<file path="src/rtl/ov7670_stream_gen_if.sv">
// Control/status and sensor-side byte stream of the synthetic OV7670 transmitter.
// master = generator side, slave = controller / capture side.
interface ov7670_stream_gen_if;
  logic        enable;
  logic [1:0]  pattern_sel;
  logic [11:0] solid_rgb;
  logic        vsync;
  logic        href;
  logic [7:0]  d;
  logic        frame_done;
  logic [15:0] frame_count;

  modport master (
    input  enable, pattern_sel, solid_rgb,
    output vsync, href, d, frame_done, frame_count
  );

  modport slave (
    output enable, pattern_sel, solid_rgb,
    input  vsync, href, d, frame_done, frame_count
  );
endinterface

</file>
<file path="src/rtl/ov7670_stream_gen.sv">
// Synthetic OV7670 RGB444 source: vsync/href/d at one byte per clock, selectable test patterns.
// Latency: registered outputs reflect the current FSM cycle; free-running source, no backpressure.
module ov7670_stream_gen #(
  parameter int ACTIVE_W    = 320,
  parameter int ACTIVE_H    = 240,
  parameter int HBLANK      = 144,
  parameter int VSYNC_LINES = 3,
  parameter int VBP         = 17,
  parameter int VFP         = 10
) (
  input  logic                clk,
  input  logic                reset,
  ov7670_stream_gen_if.master bus
);

  localparam int LINE_T      = 2 * ACTIVE_W + HBLANK;
  localparam int FRAME_LINES = VSYNC_LINES + VBP + ACTIVE_H + VFP;
  localparam int CW          = $clog2(LINE_T);
  localparam int LW0         = $clog2(FRAME_LINES + 1);
  localparam int LW          = (LW0 < 4) ? 4 : LW0;
  localparam int BAR_PX      = ACTIVE_W / 8;
  localparam int SW          = (BAR_PX > 1) ? $clog2(BAR_PX) : 1;

  localparam logic [CW-1:0] COL_LAST = CW'(LINE_T - 1);
  localparam logic [CW-1:0] COL_HREF = CW'(2 * ACTIVE_W);
  localparam logic [LW-1:0] VS_L     = LW'(VSYNC_LINES - 1);
  localparam logic [LW-1:0] VBP_L    = LW'((VBP > 0) ? VBP - 1 : 0);
  localparam logic [LW-1:0] ACT_L    = LW'(ACTIVE_H - 1);
  localparam logic [LW-1:0] VFP_L    = LW'((VFP > 0) ? VFP - 1 : 0);
  localparam logic [SW-1:0] SEG_LAST = SW'(BAR_PX - 1);

  typedef enum logic [2:0] {
    S_IDLE,
    S_VSYNC,
    S_VBP,
    S_ACTIVE,
    S_VFP
  } state_t;

  state_t        state_q, state_d;
  logic [CW-1:0] col_q, col_d;
  logic [LW-1:0] ln_q, ln_d;
  logic [SW-1:0] seg_q, seg_d;
  logic [2:0]    bar_q, bar_d;
  logic [1:0]    pat_q, pat_d;
  logic [11:0]   rgb_q, rgb_d;
  logic [3:0]    fcl_q, fcl_d;
  logic [15:0]   frame_count_q, frame_count_d;
  logic          vsync_q, vsync_d;
  logic          href_q, href_d;
  logic [7:0]    d_q, d_d;
  logic          frame_done_q, frame_done_d;

  logic          eol;
  logic          eop;
  logic          frame_end;
  logic          start_frame;
  logic [3:0]    x4;
  logic [3:0]    y4;
  logic [11:0]   px;

  function automatic logic [LW-1:0] phase_last(state_t s);
    case (s)
      S_VSYNC:  return VS_L;
      S_VBP:    return VBP_L;
      S_ACTIVE: return ACT_L;
      S_VFP:    return VFP_L;
      default:  return '0;
    endcase
  endfunction

  // Final cycle of a frame: last VFP cycle, or last active-line cycle when there is no VFP.
  function automatic logic is_last(state_t s, logic [CW-1:0] c, logic [LW-1:0] l);
    if (c != COL_LAST) return 1'b0;
    if (s == S_VFP) return (l == VFP_L);
    return (VFP == 0) && (s == S_ACTIVE) && (l == ACT_L);
  endfunction

  function automatic logic [11:0] bar_rgb(logic [2:0] b);
    case (b)
      3'd0:    return 12'hFFF;
      3'd1:    return 12'hFF0;
      3'd2:    return 12'h0FF;
      3'd3:    return 12'h0F0;
      3'd4:    return 12'hF0F;
      3'd5:    return 12'hF00;
      3'd6:    return 12'h00F;
      default: return 12'h000;
    endcase
  endfunction

  always_comb begin
    state_d       = state_q;
    col_d         = col_q;
    ln_d          = ln_q;
    pat_d         = pat_q;
    rgb_d         = rgb_q;
    fcl_d         = fcl_q;
    frame_count_d = frame_count_q;
    start_frame   = 1'b0;
    eol           = (col_q == COL_LAST);
    eop           = eol && (ln_q == phase_last(state_q));
    frame_end     = is_last(state_q, col_q, ln_q);

    if (state_q != S_IDLE) begin
      col_d = eol ? '0 : col_q + 1'b1;
      if (eol) begin
        ln_d = eop ? '0 : ln_q + 1'b1;
      end
    end

    case (state_q)
      S_IDLE:   if (bus.enable) start_frame = 1'b1;
      S_VSYNC:  if (eop) state_d = (VBP > 0) ? S_VBP : S_ACTIVE;
      S_VBP:    if (eop) state_d = S_ACTIVE;
      S_ACTIVE: if (eop && (VFP > 0)) state_d = S_VFP;
      default:  ;
    endcase

    if (frame_end) begin
      frame_count_d = frame_count_q + 16'd1;
      if (bus.enable) start_frame = 1'b1;
      else            state_d     = S_IDLE;
    end

    // Pattern controls and the ramp's blue value are frozen for the whole frame.
    if (start_frame) begin
      state_d = S_VSYNC;
      col_d   = '0;
      ln_d    = '0;
      pat_d   = bus.pattern_sel;
      rgb_d   = bus.solid_rgb;
      fcl_d   = frame_count_d[3:0];
    end
  end

  // Bar index tracks the pixel at col_d; steps every BAR_PX pixels instead of dividing x.
  always_comb begin
    seg_d = seg_q;
    bar_d = bar_q;
    if (col_d == '0) begin
      seg_d = '0;
      bar_d = '0;
    end else if (!col_d[0]) begin
      if (seg_q == SEG_LAST) begin
        seg_d = '0;
        bar_d = bar_q + 3'd1;
      end else begin
        seg_d = seg_q + 1'b1;
      end
    end
  end

  always_comb begin
    x4 = col_d[4:1];
    y4 = ln_d[3:0];
    px = 12'h000;
    case (pat_d)
      2'd0:    px = bar_rgb(bar_d);
      2'd1:    px = {x4, y4, fcl_d};
      2'd2:    px = rgb_d;
      default: px = (x4[3] ^ y4[3]) ? rgb_d : 12'h000;
    endcase

    vsync_d      = (state_d == S_VSYNC);
    href_d       = (state_d == S_ACTIVE) && (col_d < COL_HREF);
    d_d          = 8'h00;
    if (href_d) begin
      d_d = col_d[0] ? px[7:0] : {4'h0, px[11:8]};
    end
    frame_done_d = is_last(state_d, col_d, ln_d);
  end

  always_ff @(posedge clk) begin
    if (reset) begin
      state_q       <= S_IDLE;
      col_q         <= '0;
      ln_q          <= '0;
      seg_q         <= '0;
      bar_q         <= '0;
      pat_q         <= '0;
      rgb_q         <= '0;
      fcl_q         <= '0;
      frame_count_q <= '0;
      vsync_q       <= 1'b0;
      href_q        <= 1'b0;
      d_q           <= '0;
      frame_done_q  <= 1'b0;
    end else begin
      state_q       <= state_d;
      col_q         <= col_d;
      ln_q          <= ln_d;
      seg_q         <= seg_d;
      bar_q         <= bar_d;
      pat_q         <= pat_d;
      rgb_q         <= rgb_d;
      fcl_q         <= fcl_d;
      frame_count_q <= frame_count_d;
      vsync_q       <= vsync_d;
      href_q        <= href_d;
      d_q           <= d_d;
      frame_done_q  <= frame_done_d;
    end
  end

  assign bus.vsync       = vsync_q;
  assign bus.href        = href_q;
  assign bus.d           = d_q;
  assign bus.frame_done  = frame_done_q;
  assign bus.frame_count = frame_count_q;

endmodule

</file>
<file path="src/flat_wrapper.sv">
// flat-port wrapper written by rule: the top's interface ports become plain ports
module ov7670_stream_gen_flat 
#(
  parameter int ACTIVE_W    = 320,
  parameter int ACTIVE_H    = 240,
  parameter int HBLANK      = 144,
  parameter int VSYNC_LINES = 3,
  parameter int VBP         = 17,
  parameter int VFP         = 10
)
  (clk, reset, bus_enable, bus_pattern_sel, bus_solid_rgb, bus_vsync, bus_href, bus_d, bus_frame_done, bus_frame_count);
  ov7670_stream_gen_if bus_i ();
  input  logic clk;
  input  logic reset;
  input wire logic [$bits(bus_i.enable)-1:0] bus_enable;
  input wire logic [$bits(bus_i.pattern_sel)-1:0] bus_pattern_sel;
  input wire logic [$bits(bus_i.solid_rgb)-1:0] bus_solid_rgb;
  output wire logic [$bits(bus_i.vsync)-1:0] bus_vsync;
  output wire logic [$bits(bus_i.href)-1:0] bus_href;
  output wire logic [$bits(bus_i.d)-1:0] bus_d;
  output wire logic [$bits(bus_i.frame_done)-1:0] bus_frame_done;
  output wire logic [$bits(bus_i.frame_count)-1:0] bus_frame_count;
  assign bus_i.enable = bus_enable;
  assign bus_i.pattern_sel = bus_pattern_sel;
  assign bus_i.solid_rgb = bus_solid_rgb;
  assign bus_vsync = bus_i.vsync;
  assign bus_href = bus_i.href;
  assign bus_d = bus_i.d;
  assign bus_frame_done = bus_i.frame_done;
  assign bus_frame_count = bus_i.frame_count;
  ov7670_stream_gen #(.ACTIVE_W(ACTIVE_W), .ACTIVE_H(ACTIVE_H), .HBLANK(HBLANK), .VSYNC_LINES(VSYNC_LINES), .VBP(VBP), .VFP(VFP)) u_core (.clk(clk), .reset(reset), .bus(bus_i));
endmodule
</file>
<file path="config.mk">
export PLATFORM = sky130hd
export DESIGN_NAME = ov7670_stream_gen_flat
export DESIGN_NICKNAME = d
export VERILOG_FILES = /design/src/rtl/ov7670_stream_gen_if.sv /design/src/rtl/ov7670_stream_gen.sv /design/src/flat_wrapper.sv
export SDC_FILE = /design/constraint.sdc
export NUM_CORES = 1
export LEC_CHECK = 0
export ABC_CLOCK_PERIOD_IN_PS = 5800
export CORE_MARGIN = 2
export CORE_UTILIZATION = 57
export CTS_CLUSTER_SIZE = 10
export DETAILED_ROUTE_END_ITERATION = 8
export GPL_TIMING_DRIVEN = 0
export PLACE_DENSITY = 0.81
export SLEW_MARGIN = 10
export SYNTH_ARGS = -nofsm -noshare
export SYNTH_HDL_FRONTEND = slang
export SYNTH_SLANG_ARGS = --single-unit
</file>
<file path="constraint.sdc">
create_clock -name clk -period 5.8 [get_ports clk]
set_input_delay 0.87 -clock clk [delete_from_list [all_inputs] [get_ports clk]]
set_output_delay 0.87 -clock clk [all_outputs]
set_load 0.05 [all_outputs]
</file>
==> impl_metrics.toml <==
[run_status]
status = "finished, final reports clean"

[clock_tree]
postCtsHoldBufs = 0
clk_pin_slew_worst_paths_ns = 0.08
cts_htree_levels = 3
clockBufferDepth = 2
clock_sinks = 76
clk_latency_ns = 0.35
clock_tree.root_cell = "clkbuf_8"
cts_setup_buffers = 0
cts_tree = "done"
numCtsBuffers = 9
cts_resized = 0

[floorplan]
io_pins = 44
coreArea_sq_mm = 0.006681
die_area_sq_mm = 0.007455
die_x_um = 86.35
initial_utilization = 0.5785
rows = 30
die-height_um = 86.35

[setup_path]
path_class = "in -> reg"
crit_fanout = 6
cp-start-kind = "primary input"
critPathCaptureType = "flip-flop"
cp.arrival_ns = 3.92
crit_required_ns = 6.07

[sta]
fmax_ghz = 0.2741
fin_skew_ns = 0.007762
slew_headroom = 0.4308
setup_viol = 0
fin_crit_ns = 3.648
rsz0062_at_grt = "false"
drv_slew = 0
finalCritPeriodShare = 0.6290
tightest_slew_ns = 0.8468
fin_tns_setup_ns = 0
finalHoldViolCount = 0
whs_ns = 0.4760

[yosys]
synth_area_sq_mm = 0.003865
synth_flop_cell = "dfxtp_1"
ys_types = 64
synth_top_area_share = 0.3937
seq_area_frac_synth = 0.3937
async_flop_share = 0
synthMostInstantiatedCell = "nor2_1"
synth_area_leaders = "dfxtp_1 (39%), nor2_1 (8.0%), mux2i_1 (4.7%), xor2_1 (4.5%), nand2_1 (4.3%)"
synth_warnings = 0
synth-seq-cells = 76
synth_edf_count = 0
avgSynthCellArea_sq_um = 8.457
synth_commonest_cells = "nor2_1 (82), dfxtp_1 (76), nand2_1 (44), a21oi_1 (24), xor2_1 (20)"
synth_top_cell_by_area = "dfxtp_1"
syn_inst = 457
syn-num-nets = 480

[global_routing]
first_global_vias = 3368
grt_pass1_wl_um = 15720
grt_overflow = 0
grt_max_degree = 14
antenna_found_initial = 0
track_usage = 0.2666

[place]
placed_cell_area_sq_mm = 0.004395
dpl.hpwl_um = 7021
place_congestion = 0.9580
portBuffers = 43

[run]
cap_violations = 0

[detailed_routing]
drtPass1Iterations = 5
ant_nets = 0
drc = 0
vias = 3513
avgViaCountPerCell = 5.894
drt_iter0_drc = 273
wl_per_cell_um = 16.05
route.final.wire_length_um = 9566

[layout]
layout-drive-gt1-share = 0.07752
synthToLayoutAreaGrowth_pct = 18.91
n_antenna_cell = 0
fin_nets = 534
finalInstanceArea_sq_mm = 0.004596

[power_and_ir_drop]
p_per_area_mw_per_mm2 = 232.0
leakagePower_nw = 1.679
max-vdd-ir-drop_mv = 0.1899

[worst_hold_path]
hp-class = "reg -> reg"
==> critical path: stages <==
cell,delay (ns)
clkdlybuf4s50_1,0.58
or4b_1,0.59
o211a_1,0.18
o21ai_0,0.42
o21ai_0,0.31
nor3_4,0.33
o21ai_0,0.26
o21a_1,0.19
a21oi_1,0.17
==> metrics by stage <==
step                cells    util  total power, mW  setup WS, ns
finish                596  0.6878            1.066         2.152
global route          596  0.6878            1.107         2.003
CTS                   596  0.6878            1.070         2.233
detailed placement    580  0.6579           0.6685         1.919
global placement      580  0.6579           0.6656         1.869
floorplan             457       -           0.6311         2.970
==> cell usage in the layout, fill, tap and decap left out, drive strengths merged, types with 5 or more instances in the layout <==
cell type      count
ha                 6
clkdlybuf4s50     43
or2                5
nand4             11
and3               9
a211oi             5
inv                7
nand3             11
nor3              11
nor2              82
nor4               5
mux2i             18
clkbuf            22
or3                8
buf                8
a21o               5
xnor2             13
o211ai             6
dfxtp             76
nand2             46
xor2              20
a21oi             25
o21ai             15
==> final timing paths <==
check	slack, ns	from	to	depth (start not counted)
max	2.15	bus_enable	u_core.bus.d[7]	9
min reg2reg	0.48	u_core.seg_q[1]	u_core.seg_q[1]	2
min	0.48	u_core.seg_q[1]	u_core.seg_q[1]	2
max reg2reg	2.34	u_core.col_q[1]	u_core.bus.frame_done	9
==> sequential cells by signal (all words and copies together) (netlist names) <==
register                cells
u_core.state_q              3
u_core.pat_q                2
u_core.bar_q                3
u_core.bus.frame_count     16
u_core.bus.d                8
u_core.ln_q                 9
u_core.rgb_q               12
u_core.bus.frame_done       1
u_core.fcl_q                4
u_core.seg_q                6
u_core.bus.href             1
u_core.col_q               10
u_core.bus.vsync            1
==> report_power, final <==
| group | total, mW | switching (mW) | internal, mW |
|---|---|---|---|
| logic | 0.119 | 0.0712 | 0.0480 |
| clock network | 0.407 | 0.196 | 0.211 |
| registers | 0.540 | 0.00706 | 0.532 |
==> layer usage <==
metal,track usage,vias to the layer above,share of wire
met5,0,-,0
met4,0.09659,0,0.024
met3,0.07048,25,0.068
met2,0.4350,115,0.47
met1,0.3401,1651,0.43
li1,-,1722,-
==> cell type report <==
cell class / count / area (sq um)
multi-input combinational: 356 / 2235
fill: 581 / 2086
sequential: 76 / 1521
timing repair buffer: 43 / 430.4
clock buffer: 11 / 141.4
tap: 80 / 100.1
buffer: 19 / 86.33
clock inverter: 5 / 58.81
inverter: 6 / 22.52
==> cells by family (layout without fill, tap and decap cells) <==
family                   after synthesis  count (layout)  share of synthesized area
buffers and inverters                 25              84                    0.02816
XOR/XNOR                              33              33                    0.07478
AND/OR/NAND/NOR                      218             218                     0.2901
AO/OA/AOI/OAI                         79              79                     0.1415
multiplexers                          20              20                    0.05244
adder cells (fa/ha/maj)                6               6                    0.01942
flip-flops                            76              76                     0.3937
Power figures use the tool's default switching activity.
